## config.mk

```make
export PLATFORM = sky130hd
export DESIGN_NAME = maxpool2x2_stream
export DESIGN_NICKNAME = d
export VERILOG_FILES = /design/src/rtl/cnn_pkg.sv /design/src/rtl/pool_line_buf.sv /design/src/rtl/maxpool2x2_stream.sv
export SDC_FILE = /design/constraint.sdc
export NUM_CORES = 1
export LEC_CHECK = 0
export CORE_MARGIN = 5
export CORE_UTILIZATION = 37
export CTS_CLUSTER_SIZE = 25
export DETAILED_ROUTE_END_ITERATION = 16
export MAX_ROUTING_LAYER = met4
export PLACE_DENSITY = 0.49
export SLEW_MARGIN = 20
export SYNTH_ARGS = -nofsm -noshare
export SYNTH_HDL_FRONTEND = slang
export SYNTH_SLANG_ARGS = --single-unit
```

## constraint.sdc

```tcl
create_clock -name clk -period 6.2 [get_ports clk]
set_clock_uncertainty 0.05 [all_clocks]
set_input_delay 1.24 -clock clk [delete_from_list [all_inputs] [get_ports clk]]
set_output_delay 1.24 -clock clk [all_outputs]
set_load 0.02 [all_outputs]
```

## src/rtl/cnn_pkg.sv

```systemverilog
// Constants and types shared across the CNN datapath blocks.
package cnn_pkg;

    localparam int IMG_W         = 32;
    localparam int IMG_H         = 32;
    localparam int CONV1_FILTERS = 16;
    localparam int POOL_ADDR_W   = 12;
    localparam int PIX_SAT_MAX   = 255;

    typedef enum logic [1:0] {
        S_IDLE = 2'd0,
        S_RUN  = 2'd1,
        S_DONE = 2'd2
    } pool_state_e;

endpackage

```

## src/rtl/pool_line_buf.sv

```systemverilog
// Half-row line buffer for 2x2 pooling: synchronous write, asynchronous read.
module pool_line_buf #(
    parameter int DEPTH = 16,
    parameter int DW    = 32,
    parameter int AW    = 4
) (
    input  logic          clk,
    input  logic          we,
    input  logic [AW-1:0] waddr,
    input  logic [DW-1:0] wdata,
    input  logic [AW-1:0] raddr,
    output logic [DW-1:0] rdata
);

    // No reset: every entry is written on the even row before the odd row reads it.
    logic [DW-1:0] mem [DEPTH];

    always_ff @(posedge clk) begin
        if (we) mem[waddr] <= wdata;
    end

    assign rdata = mem[raddr];

endmodule

```

## src/rtl/maxpool2x2_stream.sv

```systemverilog
// Streaming 2x2 max-pool with ReLU clamp and 8-bit saturation into feature RAM.
module maxpool2x2_stream
    import cnn_pkg::*;
#(
    parameter int WIDTH   = IMG_W,
    parameter int HEIGHT  = IMG_H,
    parameter int FILTERS = CONV1_FILTERS,
    parameter int IN_W    = 32
) (
    input  logic                   clk,
    input  logic                   rst,
    input  logic                   start,
    input  logic [IN_W-1:0]        in_data,
    input  logic                   in_valid,
    output logic                   wr_en,
    output logic [POOL_ADDR_W-1:0] wr_addr,
    output logic [7:0]             wr_data,
    output logic                   done
);

    localparam int HALF_W = WIDTH / 2;
    localparam int PLANE  = (HEIGHT / 2) * HALF_W;
    localparam int CW     = (WIDTH   > 1) ? $clog2(WIDTH)   : 1;
    localparam int RW     = (HEIGHT  > 1) ? $clog2(HEIGHT)  : 1;
    localparam int FW     = (FILTERS > 1) ? $clog2(FILTERS) : 1;
    localparam int LBW    = (HALF_W  > 1) ? $clog2(HALF_W)  : 1;

    pool_state_e            state_q, state_d;
    logic [CW-1:0]          col_q, col_d;
    logic [RW-1:0]          row_q, row_d;
    logic [FW-1:0]          filt_q, filt_d;
    logic [IN_W-1:0]        h_q, h_d;
    logic                   done_q, done_d;
    logic                   wr_en_q, wr_en_d;
    logic [POOL_ADDR_W-1:0] wr_addr_q, wr_addr_d;
    logic [7:0]             wr_data_q, wr_data_d;

    logic                   accept, last_col, last_row, last_filt;
    logic [IN_W-1:0]        samp, lb_rd, hmax;
    logic [LBW-1:0]         lb_idx;
    logic                   lb_we;

    assign accept    = in_valid && (state_q == S_RUN);
    assign samp      = in_data[IN_W-1] ? '0 : in_data;
    assign last_col  = (col_q  == CW'(WIDTH - 1));
    assign last_row  = (row_q  == RW'(HEIGHT - 1));
    assign last_filt = (filt_q == FW'(FILTERS - 1));
    assign lb_idx    = LBW'(col_q >> 1);
    // max(h, sample) serves both the even-row line-buffer write and the final window result
    assign hmax      = (samp > h_q) ? samp : h_q;
    assign lb_we     = accept && !row_q[0] && col_q[0];

    pool_line_buf #(
        .DEPTH (HALF_W),
        .DW    (IN_W),
        .AW    (LBW)
    ) u_lb (
        .clk   (clk),
        .we    (lb_we),
        .waddr (lb_idx),
        .wdata (hmax),
        .raddr (lb_idx),
        .rdata (lb_rd)
    );

    always_comb begin
        state_d   = state_q;
        col_d     = col_q;
        row_d     = row_q;
        filt_d    = filt_q;
        h_d       = h_q;
        done_d    = done_q;
        wr_en_d   = 1'b0;
        wr_addr_d = '0;
        wr_data_d = '0;
        case (state_q)
            S_IDLE, S_DONE: begin
                if (start) begin
                    state_d = S_RUN;
                    col_d   = '0;
                    row_d   = '0;
                    filt_d  = '0;
                    done_d  = 1'b0;
                end
            end
            S_RUN: begin
                if (accept) begin
                    case ({row_q[0], col_q[0]})
                        2'b00: h_d = samp;
                        2'b10: h_d = (samp > lb_rd) ? samp : lb_rd;
                        2'b11: begin
                            wr_en_d   = 1'b1;
                            wr_addr_d = POOL_ADDR_W'(filt_q) * POOL_ADDR_W'(PLANE)
                                      + POOL_ADDR_W'(row_q >> 1) * POOL_ADDR_W'(HALF_W)
                                      + POOL_ADDR_W'(col_q >> 1);
                            wr_data_d = (hmax > IN_W'(PIX_SAT_MAX)) ? 8'hFF : hmax[7:0];
                        end
                        default: ;
                    endcase
                    if (last_col) begin
                        col_d = '0;
                        if (last_row) begin
                            row_d  = '0;
                            filt_d = last_filt ? '0 : filt_q + FW'(1);
                        end else begin
                            row_d = row_q + RW'(1);
                        end
                    end else begin
                        col_d = col_q + CW'(1);
                    end
                    if (last_col && last_row && last_filt) begin
                        state_d = S_DONE;
                        done_d  = 1'b1;
                    end
                end
            end
            default: state_d = S_IDLE;
        endcase
    end

    always_ff @(posedge clk or posedge rst) begin
        if (rst) begin
            state_q   <= S_IDLE;
            col_q     <= '0;
            row_q     <= '0;
            filt_q    <= '0;
            h_q       <= '0;
            done_q    <= 1'b0;
            wr_en_q   <= 1'b0;
            wr_addr_q <= '0;
            wr_data_q <= '0;
        end else begin
            state_q   <= state_d;
            col_q     <= col_d;
            row_q     <= row_d;
            filt_q    <= filt_d;
            h_q       <= h_d;
            done_q    <= done_d;
            wr_en_q   <= wr_en_d;
            wr_addr_q <= wr_addr_d;
            wr_data_q <= wr_data_d;
        end
    end

    assign wr_en   = wr_en_q;
    assign wr_addr = wr_addr_q;
    assign wr_data = wr_data_q;
    assign done    = done_q;

endmodule

```

==> reports/metrics.cfg, run 1 <==
[outcome]
status = completed

[detailed_routing]
drc = 0
drt-wirelength-per-cell_um = 27.0
vias_per_cell = 5.39
ant_nets = 0
dr.pass1.iters = 5
via_count = 12800
routed_wl_mm = 64.4
drt_iter0_markers = 1126

[grt]
grt_max_degree = 49
grt_antenna_before_repair = 2
grt_pass1_vias = 13000
grt_overflow = 0
grt_use_total_pct = 18.5
grt_pass1_wl_mm = 93.2

[synthesis]
syn_inst = 1344
synthFlopType = edfxtp_1
synth_edf_count = 512
yosys_warnings = 0
synth_most_common_cell = edfxtp_1
synthTopCellsByArea = edfxtp_1 (62%), mux4_2 (14%), dfrtp_1 (7.1%)
synthTopCellsByCount = edfxtp_1 (512), mux4_2 (155), dfrtp_1 (70)
async_reset_ff_share_pct = 12.0
synth-seq-area-share_pct = 69.1
synth_area_mm2 = 0.0248
yosys.cell_types.count = 58
avgSynthCellArea_um2 = 18.4
syn_nets = 1443
ys_ff_latch = 582
synth_area_leader_cell = edfxtp_1
yosysTopAreaCellShare_pct = 62.0

[sta]
fin_crit_sh_pct = 83.0
hold_violations = 0
tightest_slew_ns = 1.09
setup_tns_ns = 0
maxSlewViolCount = 0
rsz0062_at_grt = false
max_freq_mhz = 194
max_slew_margin_pct = 26.8
period_minus_slack_ns = 5.14
setup_viol = 0

[critical_path]
worst-setup-path-type = flip-flop to flip-flop
r2r_start = col_q[1]$_DFFE_PP0P_
worstReg2RegEnd = h_q[7]$_DFFE_PP0P_
r2r_setup_slack_ns = 1.06
crit_buf_inv = 3
cp-start-kind = flip-flop
end_kind = flip-flop
critPathArrivalTime_ns = 5.51
cpPeakStageDelay_ns = 0.78
critical_path.top_delay_family = simple AND/OR/NAND/NOR gates
path_cells = buf_12 > mux4_2 > mux4_2 > inv_1 > ha_1 > and3_1 > nand4_1 > or4_4 > or4b_1 > o211ai_4 > buf_4 > mux2i_1 > a21oi_1
crit_required_ns = 6.57
crit_fanout = 23
worst_path_most_repeated_cell = mux4_2
ff2ff_path_depth = 13
cpMaxStageDelayCell = dfrtp_4

[floorplan]
die_y_um = 269
ios = 58
die_w_um = 269
num_rows = 95
coreArea_mm2 = 0.0668
die_area_mm2 = 0.0723
initial_core_util_pct = 37.1

[placement]
place_congestion = 0.821
post-dp-hpwl_mm = 38.6
io_buffers = 57

[clocking]
ctsResizeCount = 0
clock_path_buffers = 3
cts-hold-fix-buffers = 0
cts_tree = built
worstSkewPairLatency_ns = 0.59
post_cts_buffers = 0
clockRootBuffer = clkbuf_16
cts_buffers = 67
htreeDepth = 3
cts_sinks = 582
clk_pin_slew_ns = 0.06

[min_path]
holdCritPathClass = flip-flop to flip-flop
min_path_cells = 2
min_from = row_q[4]$_DFFE_PP0P_
holdPathEnd = row_q[4]$_DFFE_PP0P_

[cells_and_area]
drive_above_1_share_pct = 23.3
num_antenna_cells = 0
nets = 1554
area_growth_pct = 16.8

[power_and_ir_drop]
total_power_mw = 13.4
ir_drop_v = 0.000229
power_density_mw_per_mm2 = 464
p_leak_nw = 10.1

[job]
maxCapViolations = 0

[cell families after synthesis]
family / share of synthesized area (%)
fa+ha+maj: 3.18
buf+inv: 2.10
simple gates: 5.08
xor+xnor: 0.141
flops: 69.1
mux: 17.2
compound gates: 3.19
[layout make-up]
type                            count  area (um2)
Clock buffer                       92        1950
Inverter                           63         239
Fill cell                        5848       37900
Multi-Input combinational cell    638        7270
Timing Repair Buffer              103         973
Clock inverter                     31         279
Tap cell                          873        1090
Sequential cell                   582       17100
[through the flow]
step	worst slack [ns]	hold slack, ns	utilization, %	std cells	cell area, um2
floorplan	1.19	0.409	-	1344	24800
global placement	0.614	0.443	40.0	2259	26700
detailed placement	0.578	0.445	40.0	2259	26700
CTS	0.975	0.458	43.3	2382	28900
global route	0.761	0.498	43.3	2382	28900
finish	1.06	0.447	43.3	2382	28900
[worst min-delay path: cells and delay by family, from the launching register on]
family	cells	cell delay, ns
DFF	1	0.36
and+or+nand+nor	2	0.11
[cells in the final DEF (no fill, tap or decap), drive strengths merged, types with 5 or more instances in the layout]
cell type	Yosys	final
inv	63	63
and2	13	13
bufinv	0	5
ha	63	63
mux2i	34	34
a21bo	8	8
buf	17	47
mux4	158	158
nand2	37	37
o21ai	26	26
nor4	14	14
a21o	14	14
a21oi	47	47
nor2	58	58
edfxtp	512	512
nor3	9	9
clkbuf	44	92
clkinv	0	23
and2b	28	28
and3	6	6
mux2	32	32
nor2b	7	7
dfrtp	70	70
nand3	11	11
and4	7	7
nand4	12	12
nand2b	9	9
clkdlybuf4s50	0	56
[worst max path at each step]
stage                               from                          to  cells after the start
floorplan           col_q[1]$_DFFE_PP0P_         h_q[10]$_DFFE_PP0P_                     16
global placement             in_data[31]   u_lb.mem[8][24]$_DFFE_PP_                     10
detailed placement           in_data[31]  u_lb.mem[10][24]$_DFFE_PP_                     10
CTS                 col_q[1]$_DFFE_PP0P_          h_q[5]$_DFFE_PP0P_                     13
global route        col_q[1]$_DFFE_PP0P_         h_q[27]$_DFFE_PP0P_                     14
finish              col_q[1]$_DFFE_PP0P_          h_q[7]$_DFFE_PP0P_                     13
[power breakdown]
group	switching [mW]	internal [mW]	leakage (nW)
Sequential	0.440	5.14	5.47
Combinational	2.19	1.69	3.55
Clock	1.55	2.41	1.09
[registers in the layout (all words and copies together), names as in the netlist]
signal and count:
h_q 32, wr_en 1, u_lb.mem 512, row_q 5, state_q 2, done 1, wr_data 8, filt_q 4
col_q 5, wr_addr 12
[metal layers]
metal	up-vias	track usage [%]	part of all wire (%)
li1	5618	-	-
met4	0	4.94	2.0
met1	6783	26.1	46
met3	88	3.12	5.3
met5	-	-	0
met2	347	28.3	47
Note: power is estimated with default switching activity, not from simulation.
==> run 2: changes to the inputs <==
==> constraint.sdc (replaced) <==
create_clock -name clk -period 5.2 [get_ports clk]
set_clock_uncertainty 0.05 [all_clocks]
set_input_delay 1.04 -clock clk [delete_from_list [all_inputs] [get_ports clk]]
set_output_delay 1.04 -clock clk [all_outputs]
set_load 0.02 [all_outputs]
==> run 2 against run 1 <==
  * Count of clock-buffer cells in the layout fell by 2
  * Register-to-register slack got worse by 0.71 ns
  * Sequential share of layout area fell by 0.54 points
==> reports/metrics.cfg, run 2 (synthesis results as in run 1) <==
[min_path]
min_from = row_q[4]$_DFFE_PP0P_
holdPathEnd = row_q[4]$_DFFE_PP0P_
holdCritPathClass = flip-flop to flip-flop
min_path_cells = 2

[grt]
grt_max_degree = 54
grt_antenna_before_repair = 1
grt_use_total_pct = 18.6
grt_pass1_vias = 13300
grt_overflow = 0
grt_pass1_wl_mm = 94.0

[placement]
place_congestion = 0.833
post-dp-hpwl_mm = 40.2
io_buffers = 57
dpl_cell_area_mm2 = 0.0269

[power_and_ir_drop]
switching_share_pct = 30.7
power_density_mw_per_mm2 = 555
power_frac_seq_pct = 40.3
clkPwrFrac_pct = 30.1
p_comb_share_pct = 29.7
intPower_mw = 11.2
p_switching_mw = 4.97
p_leak_nw = 10.2
ir_drop_v = 0.000248

[cells_and_area]
area_growth_pct = 17.8
drive_above_1_share_pct = 23.9
final_common_cell = edfxtp_1
largest-register = u_lb.mem
mostFrequentLayoutCells = edfxtp_1 (512), mux4_2 (155), clkbuf_16 (73), dfrtp_1 (66), ha_1 (63)
largest_reg_flops = 512
nFillCells = 5852
nets = 1568
fin_area_mm2 = 0.0292

[critical_path]
path_cells = buf_12 > mux4_2 > mux4_2 > inv_1 > ha_1 > and3_1 > nand4_1 > or4_4 > or4b_1 > o211ai_4 > buf_4 > mux2i_1 > a21oi_1
worstReg2RegEnd = h_q[7]$_DFFE_PP0P_
critical_path.top_delay_family = simple AND/OR/NAND/NOR gates
critPathArrivalTime_ns = 5.22
cp_num_cells = 13
crit_required_ns = 5.57
cp-start-kind = flip-flop
cpPeakStageDelay_ns = 0.63
crit_fanout = 23
end_kind = flip-flop
worst_path_most_repeated_cell = mux4_2
crit_buf_inv = 3
r2r_setup_slack_ns = 0.35
worst-setup-path-type = flip-flop to flip-flop
cpMaxStageDelayCell = dfrtp_4
r2r_start = col_q[1]$_DFFE_PP0P_
ff2ff_path_depth = 13

[sta]
period_minus_slack_ns = 4.85
fin_crit_sh_pct = 93.4
rsz0062_at_grt = false
tightest_slew_ns = 1.04
setup_viol = 0
setup_tns_ns = 0
max_slew_margin_pct = 30.5
hold_violations = 0
max_freq_mhz = 206
maxSlewViolCount = 0

[floorplan]
die_y_um = 269
die_area_mm2 = 0.0723
ios = 58
num_rows = 95
initial_core_util_pct = 37.1
coreArea_mm2 = 0.0668
die_w_um = 269

[clocking]
ctsResizeCount = 0
worstSkewPairLatency_ns = 0.59
post_cts_buffers = 0
cts_buffers = 66
cts_sinks = 582
htreeDepth = 3
clock_path_buffers = 3
cts-hold-fix-buffers = 0
clockRootBuffer = clkbuf_16
clk_pin_slew_ns = 0.06
cts_tree = built

[detailed_routing]
routed_wl_mm = 64.4
drt-wirelength-per-cell_um = 26.9
drc = 0
drt_iter0_markers = 994
via_count = 12900
vias_per_cell = 5.40
ant_nets = 0
dr.pass1.iters = 5

[outcome]
status = completed

[job]
maxCapViolations = 0

[run 2: final cells by class]
class | count | area, um2 | area share [%]
sequential | 582 | 17100 | 58.7
multi-input combinational | 638 | 7270 | 24.9
clock buffer | 90 | 1890 | 6.47
antenna | 1 | 2.50 | 0.00857
clock inverter | 31 | 403 | 1.38
tap | 873 | 1090 | 3.74
timing repair buffer | 118 | 1170 | 4.02
inverter | 63 | 238 | 0.814
[run 2: worst register-to-register path, cell delays in order (launching register included)]
cell      delay (ns)
dfrtp_4         0.63
buf_12          0.27
mux4_2          0.58
mux4_2          0.51
inv_1           0.08
ha_1            0.13
and3_1          0.24
nand4_1         0.26
or4_4           0.61
or4b_1          0.54
o211ai_4        0.11
buf_4           0.35
mux2i_1         0.24
a21oi_1         0.08
[run 2: per-layer routing]
metal	up-vias	GRT usage, %	part of all wire (%)	wire [um]
li1	5650	-	-	-
met4	0	4.54	1.7	1120
met3	72	2.86	4.4	2860
met1	6904	26.1	46	29600
met5	-	-	0	0
met2	322	29.0	48	30900
[run 2: power by group through the flow]
stage / clock (mW) / sequential, mW / combinational [mW]
global placement: 0 / 6.61 / 4.82
CTS: 5.00 / 6.53 / 4.91
global route: 5.20 / 6.57 / 5.31
floorplan: 0 / 6.40 / 3.42
detailed placement: 0 / 6.63 / 4.88
finish: 4.88 / 6.53 / 4.81
[run 2: how the worst max path moves through the flow]
stage / from / to
after floorplan: col_q[1]$_DFFE_PP0P_ / h_q[10]$_DFFE_PP0P_
after global placement: in_data[31] / wr_data[2]$_DFF_PP0_
after detailed placement: in_data[31] / wr_data[5]$_DFF_PP0_
after CTS: col_q[1]$_DFFE_PP0P_ / h_q[4]$_DFFE_PP0P_
after global routing: col_q[1]$_DFFE_PP0P_ / h_q[27]$_DFFE_PP0P_
final: col_q[1]$_DFFE_PP0P_ / h_q[7]$_DFFE_PP0P_
[run 2: stage by stage]
| step | power [mW] | cells | util, % | setup WS [ns] | hold slack [ns] |
|---|---|---|---|---|---|
| 5_1_grt | 17.1 | 2395 | 43.7 | 0.0845 | 0.484 |
| 3_5_place_dp | 11.5 | 2274 | 40.3 | 0.256 | 0.446 |
| 6_report | 16.2 | 2396 | 43.7 | 0.345 | 0.455 |
| 2_1_floorplan | 9.82 | 1344 | - | 0.194 | 0.409 |
| 3_3_place_gp | 11.4 | 2274 | 40.3 | 0.324 | 0.438 |
| 4_1_cts | 16.4 | 2395 | 43.7 | 0.261 | 0.459 |
==> run 3: changes to the inputs <==
--- a/config.mk
+++ b/config.mk
@@ -7,6 +7,7 @@
 export LEC_CHECK = 0
 export CORE_MARGIN = 5
 export CORE_UTILIZATION = 37
+export CTS_BUF_LIST = sky130_fd_sc_hd__clkbuf_2 sky130_fd_sc_hd__clkbuf_4 sky130_fd_sc_hd__clkbuf_8
 export CTS_CLUSTER_SIZE = 25
 export DETAILED_ROUTE_END_ITERATION = 16
 export MAX_ROUTING_LAYER = met4
==> run 3 against run 2 <==
  * Sequential cell count unchanged
  * Largest power group unchanged
  * Via count increased by 1.3%
  * Register-to-register slack about the same
  * Maximum frequency decreased by 0.22%
  * Count of clock-buffer cells in the layout increased by 64
  * Wire length increased by 0.89%
  * First-iteration DRC count decreased by 7.0%
  * Critical path type unchanged
  * Sequential power about the same
  * Global-route usage increased by 0.18 points
  * Setup slack got worse by 0.011 ns
==> reports/metrics.cfg, run 3 (synthesis results as in run 1) <==
[critical_path]
worstReg2RegEnd = h_q[5]$_DFFE_PP0P_
cp-start-kind = flip-flop
r2r_start = col_q[1]$_DFFE_PP0P_
worst_path_most_repeated_cell = mux4_2
path_cells = buf_12 > mux4_2 > mux4_2 > inv_1 > ha_1 > and3_1 > nand4_1 > or4_4 > or4b_1 > o211ai_4 > buf_4 > mux2i_1 > a21oi_1
critPathArrivalTime_ns = 5.30
ff2ff_path_depth = 13
cpPeakStageDelay_ns = 0.62
crit_required_ns = 5.64
worst-setup-path-type = flip-flop to flip-flop
cpMaxStageDelayCell = dfrtp_4
end_kind = flip-flop
r2r_setup_slack_ns = 0.33
crit_fanout = 23

[cells_and_area]
final_common_cell = edfxtp_1
largest-register = u_lb.mem
ff_latch_area_mm2 = 0.0171
nets = 1600
drive_above_1_share_pct = 27.6
multiInputGateArea_mm2 = 0.00727
largest_reg_flops = 512
nFillCells = 5950
mostFrequentLayoutCells = edfxtp_1 (512), mux4_2 (155), clkbuf_8 (109), dfrtp_1 (66), ha_1 (63)
area_growth_pct = 16.8

[min_path]
min_from = row_q[4]$_DFFE_PP0P_
min_path_cells = 2
holdCritPathClass = flip-flop to flip-flop
holdPathEnd = row_q[4]$_DFFE_PP0P_

[clocking]
worstSkewPairLatency_ns = 0.69
cts-hold-fix-buffers = 0
ctsResizeCount = 0
post_cts_buffers = 0
htreeDepth = 3
clock_path_buffers = 3
clockRootBuffer = clkbuf_8
cts_sinks = 582
cts_tree = built
clk_pin_slew_ns = 0.06
cts_buffers = 98

[detailed_routing]
vias_per_cell = 5.33
ant_nets = 0
dr.pass1.iters = 5
via_count = 13100
drt-wirelength-per-cell_um = 26.4
routed_wl_mm = 65.0
drt_iter0_markers = 924
drc = 0

[power_and_ir_drop]
total_power_mw = 15.5
ir_drop_v = 0.000222
power_density_mw_per_mm2 = 535
p_leak_nw = 10.2

[placement]
post-dp-hpwl_mm = 40.2
io_buffers = 57
place_congestion = 0.833

[sta]
setup_tns_ns = 0
rsz0062_at_grt = false
period_minus_slack_ns = 4.87
fin_crit_sh_pct = 93.6
maxSlewViolCount = 0
setup_viol = 0
tightest_slew_ns = 1.05
max_slew_margin_pct = 30.2
max_freq_mhz = 206
hold_violations = 0

[grt]
grt_antenna_before_repair = 2
grt_overflow = 0
grt_pass1_vias = 13600
grt_max_degree = 54
grt_use_total_pct = 18.8
grt_pass1_wl_mm = 94.9

[floorplan]
initial_core_util_pct = 37.1
ios = 58
die_area_mm2 = 0.0723
die_w_um = 269
die_y_um = 269
coreArea_mm2 = 0.0668
num_rows = 95

[job]
maxCapViolations = 0

[outcome]
status = completed

## run 3: changes by cell type in the layout (fill, tap and decap cells not counted)
cell        delta
clkbuf_4      +45
clkbuf_8     +109
clkinvlp_4     +3
diode_2        +1
clkbuf_1      -17
clkinv_4       -1
clkinv_1       +5
clkbuf_16     -73
bufinv_16      -8
## run 3: worst max path at each step
stage / start / endpoint / cells after the start
2_1_floorplan: col_q[1]$_DFFE_PP0P_ / h_q[10]$_DFFE_PP0P_ / 16
3_3_place_gp: in_data[31] / wr_data[2]$_DFF_PP0_ / 12
3_5_place_dp: in_data[31] / wr_data[5]$_DFF_PP0_ / 12
4_1_cts: col_q[1]$_DFFE_PP0P_ / h_q[4]$_DFFE_PP0P_ / 13
5_1_grt: col_q[1]$_DFFE_PP0P_ / h_q[27]$_DFFE_PP0P_ / 14
6_report: col_q[1]$_DFFE_PP0P_ / h_q[5]$_DFFE_PP0P_ / 13
## run 3: metrics by stage
step	setup slack (ns)	hold slack [ns]	utilization, %	std cells	instance area, um2
2_1_floorplan	0.194	0.409	-	1344	24800
3_3_place_gp	0.324	0.438	40.3	2274	26900
3_5_place_dp	0.256	0.446	40.3	2274	26900
4_1_cts	0.263	0.459	43.3	2458	28900
5_1_grt	0.0908	0.479	43.3	2460	29000
6_report	0.335	0.453	43.3	2460	29000
## run 3: metal layers
layer	vias up	routed length, um	GRT usage (%)
met3	83	2910	3.08
met4	0	1320	5.27
met1	6955	29900	26.1
met5	-	0	-
met2	353	30900	29.1
li1	5727	-	-
## run 3: layout make-up
type,instances,area share (%)
clock buffers,154,6.35
diodes,2,0.0173
repair buffers,118,4.05
flip-flops and latches,582,59.2
well taps,873,3.77
inverters,63,0.821
clock inverters,30,0.674
multi-input cells,638,25.1
## run 3: where the power goes
group	internal, mW	switching [mW]
Combinational	2.06	2.75
Clock	2.34	1.81
Sequential	6.14	0.392
Total	10.5	4.96
## run 3: worst max-delay path: cells and delay by family, from the launching register on
family	cells	cell delay, ns
simple gates	4	1.67
mux	3	1.27
buf+inv	3	0.69
flops	1	0.62
compound gates	2	0.19
fa+ha+maj	1	0.13
